==> config.mk <==
export PLATFORM = sky130hd
export DESIGN_NAME = data_mem_ctrl
export DESIGN_NICKNAME = d
export VERILOG_FILES = /design/src/rtl/data_mem_ctrl.sv
export SDC_FILE = /design/constraint.sdc
export NUM_CORES = 1
export LEC_CHECK = 0
export ABC_CLOCK_PERIOD_IN_PS = 2070
export CORE_AREA = 2 2 115 117
export DETAILED_ROUTE_END_ITERATION = 10
export DIE_AREA = 0 0 117 119
export DONT_BUFFER_PORTS = 1
export PLACE_DENSITY = 0.54
export SYNTH_ARGS = -nofsm -noshare
export SYNTH_HDL_FRONTEND = slang
export SYNTH_SLANG_ARGS = --single-unit
==> constraint.sdc <==
create_clock -name clk_i -period 2.07 [get_ports clk_i]
set_input_delay 0.414 -clock clk_i [delete_from_list [all_inputs] [get_ports clk_i]]
set_output_delay 0.414 -clock clk_i [all_outputs]
set_load 0.05 [all_outputs]
==> src/rtl/data_mem_ctrl.sv <==
// rtl/data_mem_ctrl.sv - data-memory access controller between the M stage and a valid/ready memory bus
module data_mem_ctrl (
    input  logic        clk_i,
    input  logic        reset_i,
    input  logic [31:0] alu_result_m_i,
    input  logic [31:0] write_data_m_i,
    input  logic [2:0]  width_src_m_i,
    input  logic        mem_read_m_i,
    input  logic        mem_write_m_i,
    input  logic        stall_m_i,
    output logic        req_valid_o,
    input  logic        req_ready_i,
    output logic [31:0] req_addr_o,
    output logic        req_we_o,
    output logic [3:0]  req_wstrb_o,
    output logic [31:0] req_wdata_o,
    input  logic        rsp_valid_i,
    input  logic [31:0] rsp_rdata_i,
    output logic [31:0] read_data_m_o,
    output logic        mem_stall_o,
    output logic        misaligned_o
);

    typedef enum logic [1:0] {
        S_IDLE = 2'd0,
        S_REQ  = 2'd1,
        S_RESP = 2'd2,
        S_DONE = 2'd3
    } state_t;

    state_t      state_q;
    state_t      state_d;

    logic        access;
    logic        is_byte;
    logic        is_half;
    logic        is_word;
    logic        misaligned;
    logic        start;
    logic [3:0]  wstrb_enc;
    logic [31:0] wdata_enc;

    logic [31:0] addr_q;
    logic [1:0]  offset_q;
    logic        we_q;
    logic [3:0]  wstrb_q;
    logic [31:0] wdata_q;
    logic [31:0] rdata_q;

    // Load signedness is applied downstream; this block only needs the size.
    logic        unused_signedness;
    assign unused_signedness = width_src_m_i[2];

    assign access  = mem_read_m_i | mem_write_m_i;
    assign is_byte = (width_src_m_i[1:0] == 2'b10);
    assign is_half = (width_src_m_i[1:0] == 2'b01);
    assign is_word = !is_byte && !is_half;

    assign misaligned = (is_half && alu_result_m_i[0]) ||
                        (is_word && (alu_result_m_i[1:0] != 2'b00));

    assign start = (state_q == S_IDLE) && access && !misaligned;

    // Store data is replicated across lanes so the strobes alone select the target bytes.
    always_comb begin
        wstrb_enc = 4'b1111;
        wdata_enc = write_data_m_i;
        if (is_byte) begin
            wstrb_enc = 4'b0001 << alu_result_m_i[1:0];
            wdata_enc = {4{write_data_m_i[7:0]}};
        end else if (is_half) begin
            wstrb_enc = 4'b0011 << {alu_result_m_i[1], 1'b0};
            wdata_enc = {2{write_data_m_i[15:0]}};
        end
        if (!mem_write_m_i) begin
            wstrb_enc = 4'b0000;
        end
    end

    always_ff @(posedge clk_i or negedge reset_i) begin
        if (!reset_i) begin
            state_q <= S_IDLE;
        end else begin
            state_q <= state_d;
        end
    end

    always_comb begin
        state_d = state_q;
        unique case (state_q)
            S_IDLE: begin
                if (start) begin
                    state_d = S_REQ;
                end
            end
            S_REQ: begin
                if (req_ready_i) begin
                    state_d = we_q ? S_DONE : S_RESP;
                end
            end
            S_RESP: begin
                if (rsp_valid_i) begin
                    state_d = S_DONE;
                end
            end
            S_DONE: begin
                // Holding here while M is stalled keeps the same instruction from issuing twice.
                if (!stall_m_i) begin
                    state_d = S_IDLE;
                end
            end
            default: state_d = S_IDLE;
        endcase
    end

    always_comb begin
        req_valid_o  = (state_q == S_REQ);
        mem_stall_o  = start || (state_q == S_REQ) || (state_q == S_RESP);
        misaligned_o = (state_q == S_IDLE) && access && misaligned;
    end

    // Request fields are captured once on entry to REQ and stay stable until acceptance.
    always_ff @(posedge clk_i or negedge reset_i) begin
        if (!reset_i) begin
            addr_q   <= '0;
            offset_q <= '0;
            we_q     <= 1'b0;
            wstrb_q  <= '0;
            wdata_q  <= '0;
            rdata_q  <= '0;
        end else begin
            if (start) begin
                addr_q   <= {alu_result_m_i[31:2], 2'b00};
                offset_q <= alu_result_m_i[1:0];
                we_q     <= mem_write_m_i;
                wstrb_q  <= wstrb_enc;
                wdata_q  <= wdata_enc;
            end
            if ((state_q == S_RESP) && rsp_valid_i) begin
                rdata_q <= rsp_rdata_i >> {offset_q, 3'b000};
            end
        end
    end

    assign req_addr_o    = addr_q;
    assign req_we_o      = we_q;
    assign req_wstrb_o   = wstrb_q;
    assign req_wdata_o   = wdata_q;
    assign read_data_m_o = rdata_q;

endmodule

==> reports/summary.log, run 1 <==
qor: finish.post_layout_nonfiller_instances 597
qor: status.failing_checks hold timing
qor: worst_setup_path.critical_path.max_fanout 4
qor: worst_setup_path.criticalPathCategory flop to output port
qor: timing.final-hold-violation-count 103
qor: die.start_util 37.9%
qor: placement.placed_cells_incl_taps 575
qor: finish.layout.cells.most_common sky130_fd_sc_hd__dfrtp_1
qor: detailed_routing.detail_route.vias_per_cell 5.16
qor: detailed_routing.total_vias_in_the_final_route 3,083
qor: worst_setup_path.nature_of_the_critical_path_endpoint output port
qor: yosys.syn_inst 415
qor: timing.fin_setup_tns 0 ns
qor: die.die-width 117 um
qor: timing.rsz0062_at_grt false
qor: placement.gpl.final_weighted_congestion 0.777
qor: detailed_routing.drt-initial-drc-count 117
qor: yosys.yosysWarningCount 0
qor: finish.final_cell_mix sky130_fd_sc_hd__dfrtp_1 (103), sky130_fd_sc_hd__nand2_1 (47), sky130_fd_sc_hd__o21ai_0 (45)
qor: detailed_routing.wirelength 11.0 mm
qor: die.num_rows 42
qor: grt.vias_in_the_first_global_route 3,288
qor: yosys.post_synthesis_sequential_area_ratio 52.8%
qor: clocking.cts_tree done
qor: clocking.ctsLongestPathBuffers 2
qor: detailed_routing.drt-wirelength-per-cell 18.4 um
qor: detailed_routing.remaining_drc_errors 0
qor: min_path.min-delay-path-class input port to asynchronous set/reset pin
qor: grt.aggregate_global_routing_overflow 0
qor: detailed_routing.drt_pre_antenna_iters 4
qor: timing.timing_worst_slew_pin_value 0.523 ns
qor: placement.dpl_cell_area 5070 um2
qor: yosys.synth_cell_types 31
qor: timing.final_max_slew_viol_count 0
qor: grt.pin_count_of_the_biggest_net_entering_global_routing 104
qor: yosys.synth.ff_latch_count 103
qor: clocking.cts.reportedPaths.clkPinSlew 0.07 ns
qor: status.status finished, violations left
qor: detailed_routing.antenna_violating_nets_remaining 0
qor: clocking.clkSinkCount 103
qor: timing.maxClockFrequency 500 MHz
qor: clocking.htreeDepth 3
qor: run.max_cap_viol_count 0
qor: finish.finalInstanceArea 5430 um2
qor: die.die_y 119 um
qor: die.die_area 13,900 um2
qor: grt.grt_antenna_before_repair 0
qor: yosys.post_synth.cell_area_avg 11.8 um2
qor: placement.dp_hpwl 7.89 mm
qor: clocking.clock-root-buffer sky130_fd_sc_hd__clkbuf_16
qor: finish.fin_nets 529
qor: timing.worst_slew_margin_rel 65.1%
qor: finish.share_of_final_layout_standard_cells_stronger_than_drive_strength_1 20.2%
qor: placement.port_buffers 0
qor: finish.post-route-util 42.2%
qor: grt.wire_length_of_the_first_global_routing_pass 17.5 mm
qor: timing.clock-skew-final 0.00646 ns
qor: yosys.combined_area_of_all_synthesized_cells 4880 um2
qor: finish.antenna_cells_inserted 0
qor: clocking.insertion_delay 0.34 ns
qor: worst_setup_path.critPathRequiredTime 1.66 ns
qor: worst_setup_path.cp-start-kind flop
qor: worst_setup_path.worst_ep_arrival_time 1.59 ns
qor: grt.grt_use_total 16.2%
qor: die.design.portCount 210
qor: clocking.tritoncts.num_buffers 9
qor: timing.setup_viol 0
qor: die.design.core.area 12,900 um2
qor: timing.period_share 96.6%
qor: timing.hold-worst-slack -0.241 ns
qor: timing.min_period 2.00 ns
qor: finish.areaGrowthSynthToFinish 11.3%
routing by layer:
metal	GRT usage [%]	share of wire, %	vias up
met5	0	0	-
met4	6.62	2.1	0
met3	6.67	12	17
met2	24.5	46	134
met1	20.3	41	1482
li1	-	-	1450
stage by stage:
stage | hold WS [ns] | setup WS [ns]
floorplan | 0.118 | 0.0177
global placement | 0.121 | 0.122
detailed placement | 0.121 | 0.101
CTS | -0.257 | 0.0378
global route | -0.261 | 0.00810
finish | -0.241 | 0.0706
area by class of cell:
type / instances / area (um2)
fill: 1237 / 7440
sequential: 103 / 2580
multi-input combinational: 276 / 2130
clock buffer: 14 / 274
tap: 176 / 220
timing repair buffer: 19 / 168
clock inverter: 2 / 37.5
inverter: 7 / 26.3
synthesized netlist by cell type, drive strengths merged:
library cell	instances	area (um2)
dfrtp	103	2580
nor2	19	71.3
mux2i	41	410
a21boi	1	7.51
nor3	1	5.00
o21ai	46	230
a211oi	9	67.6
conb	1	3.75
o22a	1	8.76
nand2b	1	6.26
a211o	1	8.76
buf	18	130
nor2b	10	62.6
a222oi	1	10.0
o31ai	2	15.0
or2	1	6.26
o21a	1	7.51
a21oi	24	120
a22o	8	70.1
clkbuf	12	45.0
inv	7	26.3
and3	1	6.26
nand2	48	180
mux2	50	706
ha	7	87.6
o2bb2ai	1	8.76
state kept, by name (all words and copies together), names as in the netlist:
name / cells
req_wstrb_o: 4
read_data_m_o: 32
req_wdata_o: 32
offset_q: 2
state_q: 2
req_addr_o: 30
req_we_o: 1
worst max-delay path: stages, from the launching register on:
cell                      delay, ns
sky130_fd_sc_hd__dfrtp_1       0.40
sky130_fd_sc_hd__inv_2         0.09
sky130_fd_sc_hd__ha_1          0.17
sky130_fd_sc_hd__o21ai_1       0.11
sky130_fd_sc_hd__a211o_4       0.36
sky130_fd_sc_hd__nand2_8       0.13
worst paths after layout:
kind	from	end	slack, ns	depth (start not counted)
setup / recovery	state_q[0]	mem_stall_o	0.07	5
hold / removal	reset_i	read_data_m_o[22]	-0.24	0
setup reg to reg	state_q[0]	req_addr_o[16]	0.08	7
hold reg to reg	offset_q[0]	offset_q[0]	0.58	1
max in group asynchronous	reset_i	req_wstrb_o[0]	2.12	0
min in group clk_i	alu_result_m_i[29]	req_addr_o[29]	0.20	1
repair_timing:
item | CTS | global route
resized for setup | 2 | 1
hold endpoints to repair | 103 | 103
pin swaps | 1 | 0
setup endpoints to repair | 1 | 26
setup buffers | 3 | 3
logic make-up (layout without fill, tap and decap cells):
logic type,count (synthesis),after routing,synth area share [%]
AO/OA/AOI/OAI,95,95,11.4
adder cells (fa/ha/maj),7,7,1.80
buffers and inverters,37,42,4.13
flip-flops,103,103,52.8
multiplexers,91,91,22.9
other,1,2,0.0769
AND/OR/NAND/NOR,81,81,6.92
Power of run 1 is not shown: default switching activity piles up to over one toggle a cycle in this logic, so the estimate is an artifact.
==> run 2: changes to the inputs <==
--- a/config.mk
+++ b/config.mk
@@ -7,10 +7,12 @@
 export LEC_CHECK = 0
 export ABC_CLOCK_PERIOD_IN_PS = 2070
 export CORE_AREA = 2 2 115 117
+export CTS_BUF_LIST = sky130_fd_sc_hd__clkbuf_2
 export DETAILED_ROUTE_END_ITERATION = 10
 export DIE_AREA = 0 0 117 119
 export DONT_BUFFER_PORTS = 1
 export PLACE_DENSITY = 0.54
+export SLEW_MARGIN = 10
 export SYNTH_ARGS = -nofsm -noshare
 export SYNTH_HDL_FRONTEND = slang
 export SYNTH_SLANG_ARGS = --single-unit
==> run 2 against run 1 <==
Effect of this change:
- the run ends with hold timing, setup timing left
- clock skew is 0.020 ns higher
- first-iteration DRC count is 12% higher
- sequential share of layout area is 4.4 points lower
- die area stayed put
- flip-flop and latch count stayed put
- worst setup slack worse by 0.18 ns
- critical endpoint unchanged
==> reports/summary.log, run 2 (synthesis results as in run 1) <==
qor: status.status finished, violations left [unchanged]
qor: status.failing_checks hold timing, setup timing [was hold timing]
qor: min_path.min-delay-path-class input port to asynchronous set/reset pin [unchanged]
qor: finish.final_cell_mix sky130_fd_sc_hd__dfrtp_1 (103), sky130_fd_sc_hd__dlygate4sd3_1 (72), sky130_fd_sc_hd__nand2_1 (47) [was sky130_fd_sc_hd__dfrtp_1 (103), sky130_fd_sc_hd__nand2_1 (47), sky130_fd_sc_hd__o21ai_0 (45)]
qor: die.start_util 37.9% [unchanged]
qor: power.cell_internal_pwr 4790 uW
qor: grt.globalRouteMet3Util 7.99% [was 6.67%]
qor: grt.vias_in_the_first_global_route 3,694 [was 3,288]
qor: clocking.clock-root-buffer sky130_fd_sc_hd__clkbuf_2 [was sky130_fd_sc_hd__clkbuf_16]
qor: clocking.postCtsHoldBufs 72
qor: timing.postLayoutSetupSlackWorst -0.108 ns [was 0.0706 ns]
qor: clocking.tritoncts.num_buffers 9 [unchanged]
qor: clocking.insertion_delay 0.59 ns [was 0.34 ns]
qor: power.power_frac_comb 27.1%
qor: worst_setup_path.cp-start-kind flop [unchanged]
qor: finish.finalInstanceArea 5990 um2 [was 5430 um2]
qor: die.design.portCount 210 [unchanged]
qor: die.num_rows 42 [unchanged]
qor: grt.wire_length_of_the_first_global_routing_pass 19.4 mm [was 17.5 mm]
qor: grt.grt_util_met2 28.2% [was 24.5%]
qor: worst_setup_path.worstReg2RegEnd req_addr_o[16] [unchanged]
qor: detailed_routing.drt-initial-drc-count 131 [was 117]
qor: worst_setup_path.path_cells inv_2, ha_4, o21ai_2, a211o_4, nand2_8 [was inv_2, ha_1, o21ai_1, a211o_4, nand2_8]
qor: grt.aggregate_global_routing_overflow 0 [unchanged]
qor: placement.dp_hpwl 7.89 mm [unchanged]
qor: worst_setup_path.critical_path.startpoint state_q[1] [was state_q[0]]
qor: finish.share_of_final_layout_standard_cells_stronger_than_drive_strength_1 18.0% [was 20.2%]
qor: detailed_routing.drt-wirelength-per-cell 18.0 um [was 18.4 um]
qor: worst_setup_path.worst_path_dominant_cell_family flip-flops [was compound AO/OA/AOI/OAI gates]
qor: detailed_routing.detail_route.vias_per_cell 5.08 [was 5.16]
qor: power.p_switching 6010 uW
qor: detailed_routing.antenna_violating_nets_remaining 0 [unchanged]
qor: power.power-per-cell-area 1800 nW/um2
qor: power.power 10,800 uW
qor: worst_setup_path.worstPathBufferInverterCount 1 [unchanged]
qor: clocking.htreeDepth 3 [unchanged]
qor: clocking.clkSinkCount 103 [unchanged]
qor: power.seq_power_share 64.3%
qor: timing.timing_worst_slew_pin_value 0.522 ns [was 0.523 ns]
qor: run.max_cap_viol_count 0 [unchanged]
qor: grt.grt-busiest-layer met2 [unchanged]
qor: timing.setup_viol 2 [was 0]
qor: placement.gpl.final_weighted_congestion 0.777 [unchanged]
qor: detailed_routing.total_vias_in_the_final_route 3,412 [was 3,083]
qor: worst_setup_path.slowest_delay 0.46 ns [was 0.40 ns]
qor: worst_setup_path.worst-r2r-cell-count 8 [was 7]
qor: power.clock_power_share 8.6%
qor: die.die_area 13,900 um2 [unchanged]
qor: worst_setup_path.critical_path.endpoint mem_stall_o [unchanged]
qor: worst_setup_path.critical_path.max_fanout 3 [was 4]
qor: worst_setup_path.slowest_stage sky130_fd_sc_hd__dfrtp_1 [unchanged]
qor: worst_setup_path.regToRegSetupSlack 0.05 ns [was 0.08 ns]
qor: timing.final-hold-violation-count 103 [unchanged]
qor: finish.fin_nets 602 [was 529]
qor: detailed_routing.wirelength 12.1 mm [was 11.0 mm]
qor: grt.grt_antenna_before_repair 1 [was 0]
qor: finish.areaGrowthSynthToFinish 22.7% [was 11.3%]
qor: worst_setup_path.launching_point_of_the_worst_reg2reg_path state_q[1] [was state_q[0]]
qor: worst_setup_path.criticalPathCategory flop to output port [unchanged]
qor: die.die_y 119 um [unchanged]
qor: grt.grt_use_total 18.0% [was 16.2%]
qor: power.vdd_ir_drop_max 0.000886 V
qor: die.design.core.area 12,900 um2 [unchanged]
qor: grt.grt_util_met1 21.7% [was 20.3%]
qor: clocking.cts.reportedPaths.clkPinSlew 0.27 ns [was 0.07 ns]
qor: timing.min_period 2.18 ns [was 2.00 ns]
qor: placement.port_buffers 0 [unchanged]
qor: placement.pre_cts_slack 0.101 ns [unchanged]
qor: clocking.ctsLongestPathBuffers 2 [unchanged]
qor: detailed_routing.drt_pre_antenna_iters 4 [unchanged]
qor: timing.worst_slew_margin_rel 65.2% [was 65.1%]
qor: clocking.cts_tree done [unchanged]
qor: detailed_routing.remaining_drc_errors 0 [unchanged]
qor: timing.final_max_slew_viol_count 0 [unchanged]
qor: worst_setup_path.critPathRequiredTime 1.66 ns [about the same]
qor: power.leakagePower 0.00279 uW
qor: worst_setup_path.timing.critical_path.depth 5 [unchanged]
qor: timing.maxClockFrequency 459 MHz [was 500 MHz]
qor: worst_setup_path.nature_of_the_critical_path_endpoint output port [unchanged]
qor: timing.hold-worst-slack -0.545 ns [was -0.241 ns]
qor: timing.clock-skew-final 0.0267 ns [was 0.00646 ns]
qor: finish.layout.cells.most_common sky130_fd_sc_hd__dfrtp_1 [unchanged]
qor: die.die-width 117 um [unchanged]
qor: timing.period_share 105% [was 96.6%]
qor: timing.fin_setup_tns -0.136 ns [was 0 ns]
qor: placement.dpl_cell_area 5070 um2 [unchanged]
qor: power.power_switching_share 55.7%
qor: grt.pin_count_of_the_biggest_net_entering_global_routing 104 [unchanged]
qor: finish.layout.filler_cells 1,198 [was 1,237]
qor: timing.rsz0062_at_grt true [was false]
qor: worst_setup_path.worst_ep_arrival_time 1.76 ns [was 1.59 ns]
[run 2: cell count changes in the layout (fill, tap and decap cells not counted), sizes merged]
cell | before | now
dlygate4sd3 | 0 | 72
buf | 19 | 20
diode | 0 | 1
clkinv | 0 | 3
clkbuf | 14 | 11
[run 2: cell type report]
| class | count | area, um2 | area share (%) |
|---|---|---|---|
| diodes | 1 | 2.50 | 0.0418 |
| clock buffers | 11 | 55.1 | 0.919 |
| clock inverters | 5 | 48.8 | 0.815 |
| inverters | 7 | 26.3 | 0.439 |
| multi-input cells | 276 | 2150 | 36.0 |
| flip-flops and latches | 103 | 2580 | 43.0 |
| well taps | 176 | 220 | 3.68 |
| repair buffers | 92 | 903 | 15.1 |
[run 2: worst min-delay path by stage]
stage / startpoint / to / slack (ns) / cells past startpoint
floorplan: reset_i / offset_q[0] / 0.12 / 0
global placement: reset_i / read_data_m_o[23] / 0.12 / 0
detailed placement: reset_i / read_data_m_o[23] / 0.12 / 0
CTS: reset_i / read_data_m_o[23] / -0.61 / 0
global route: reset_i / read_data_m_o[23] / -0.65 / 0
finish: reset_i / read_data_m_o[22] / -0.55 / 0
[run 2: per-stage QoR]
step	utilization [%]	std cells
2_1_floorplan	-	416
3_3_place_gp	39.4	575
3_5_place_dp	39.4	575
4_1_cts	46.3	669
5_1_grt	46.5	671
6_report	46.5	671
[run 2: metal layers]
metal  routed length (um)  part of all wire (%)
met1                 4710                    39
met5                    0                     0
met2                 5800                    48
met4                  237                   2.0
met3                 1310                    11
[run 2: timing repair]
item	in CTS	in global routing
gates resized for setup	8	3
hold endpoints to repair	193	103
setup endpoints to repair	3	3
cloned	0	0
pin swaps	3	2
setup buffers	6	1
[run 2: power groups by stage]
| stage | clock network (uW) | registers (uW) | logic (uW) |
|---|---|---|---|
| after floorplan | 0 | 6700 | 2340 |
| after global placement | 0 | 7010 | 2570 |
| after detailed placement | 0 | 7010 | 2650 |
| after CTS | 981 | 6960 | 2920 |
| after global routing | 1080 | 7090 | 3270 |
| final | 928 | 6940 | 2930 |
Note: power is estimated with default switching activity, not from simulation.
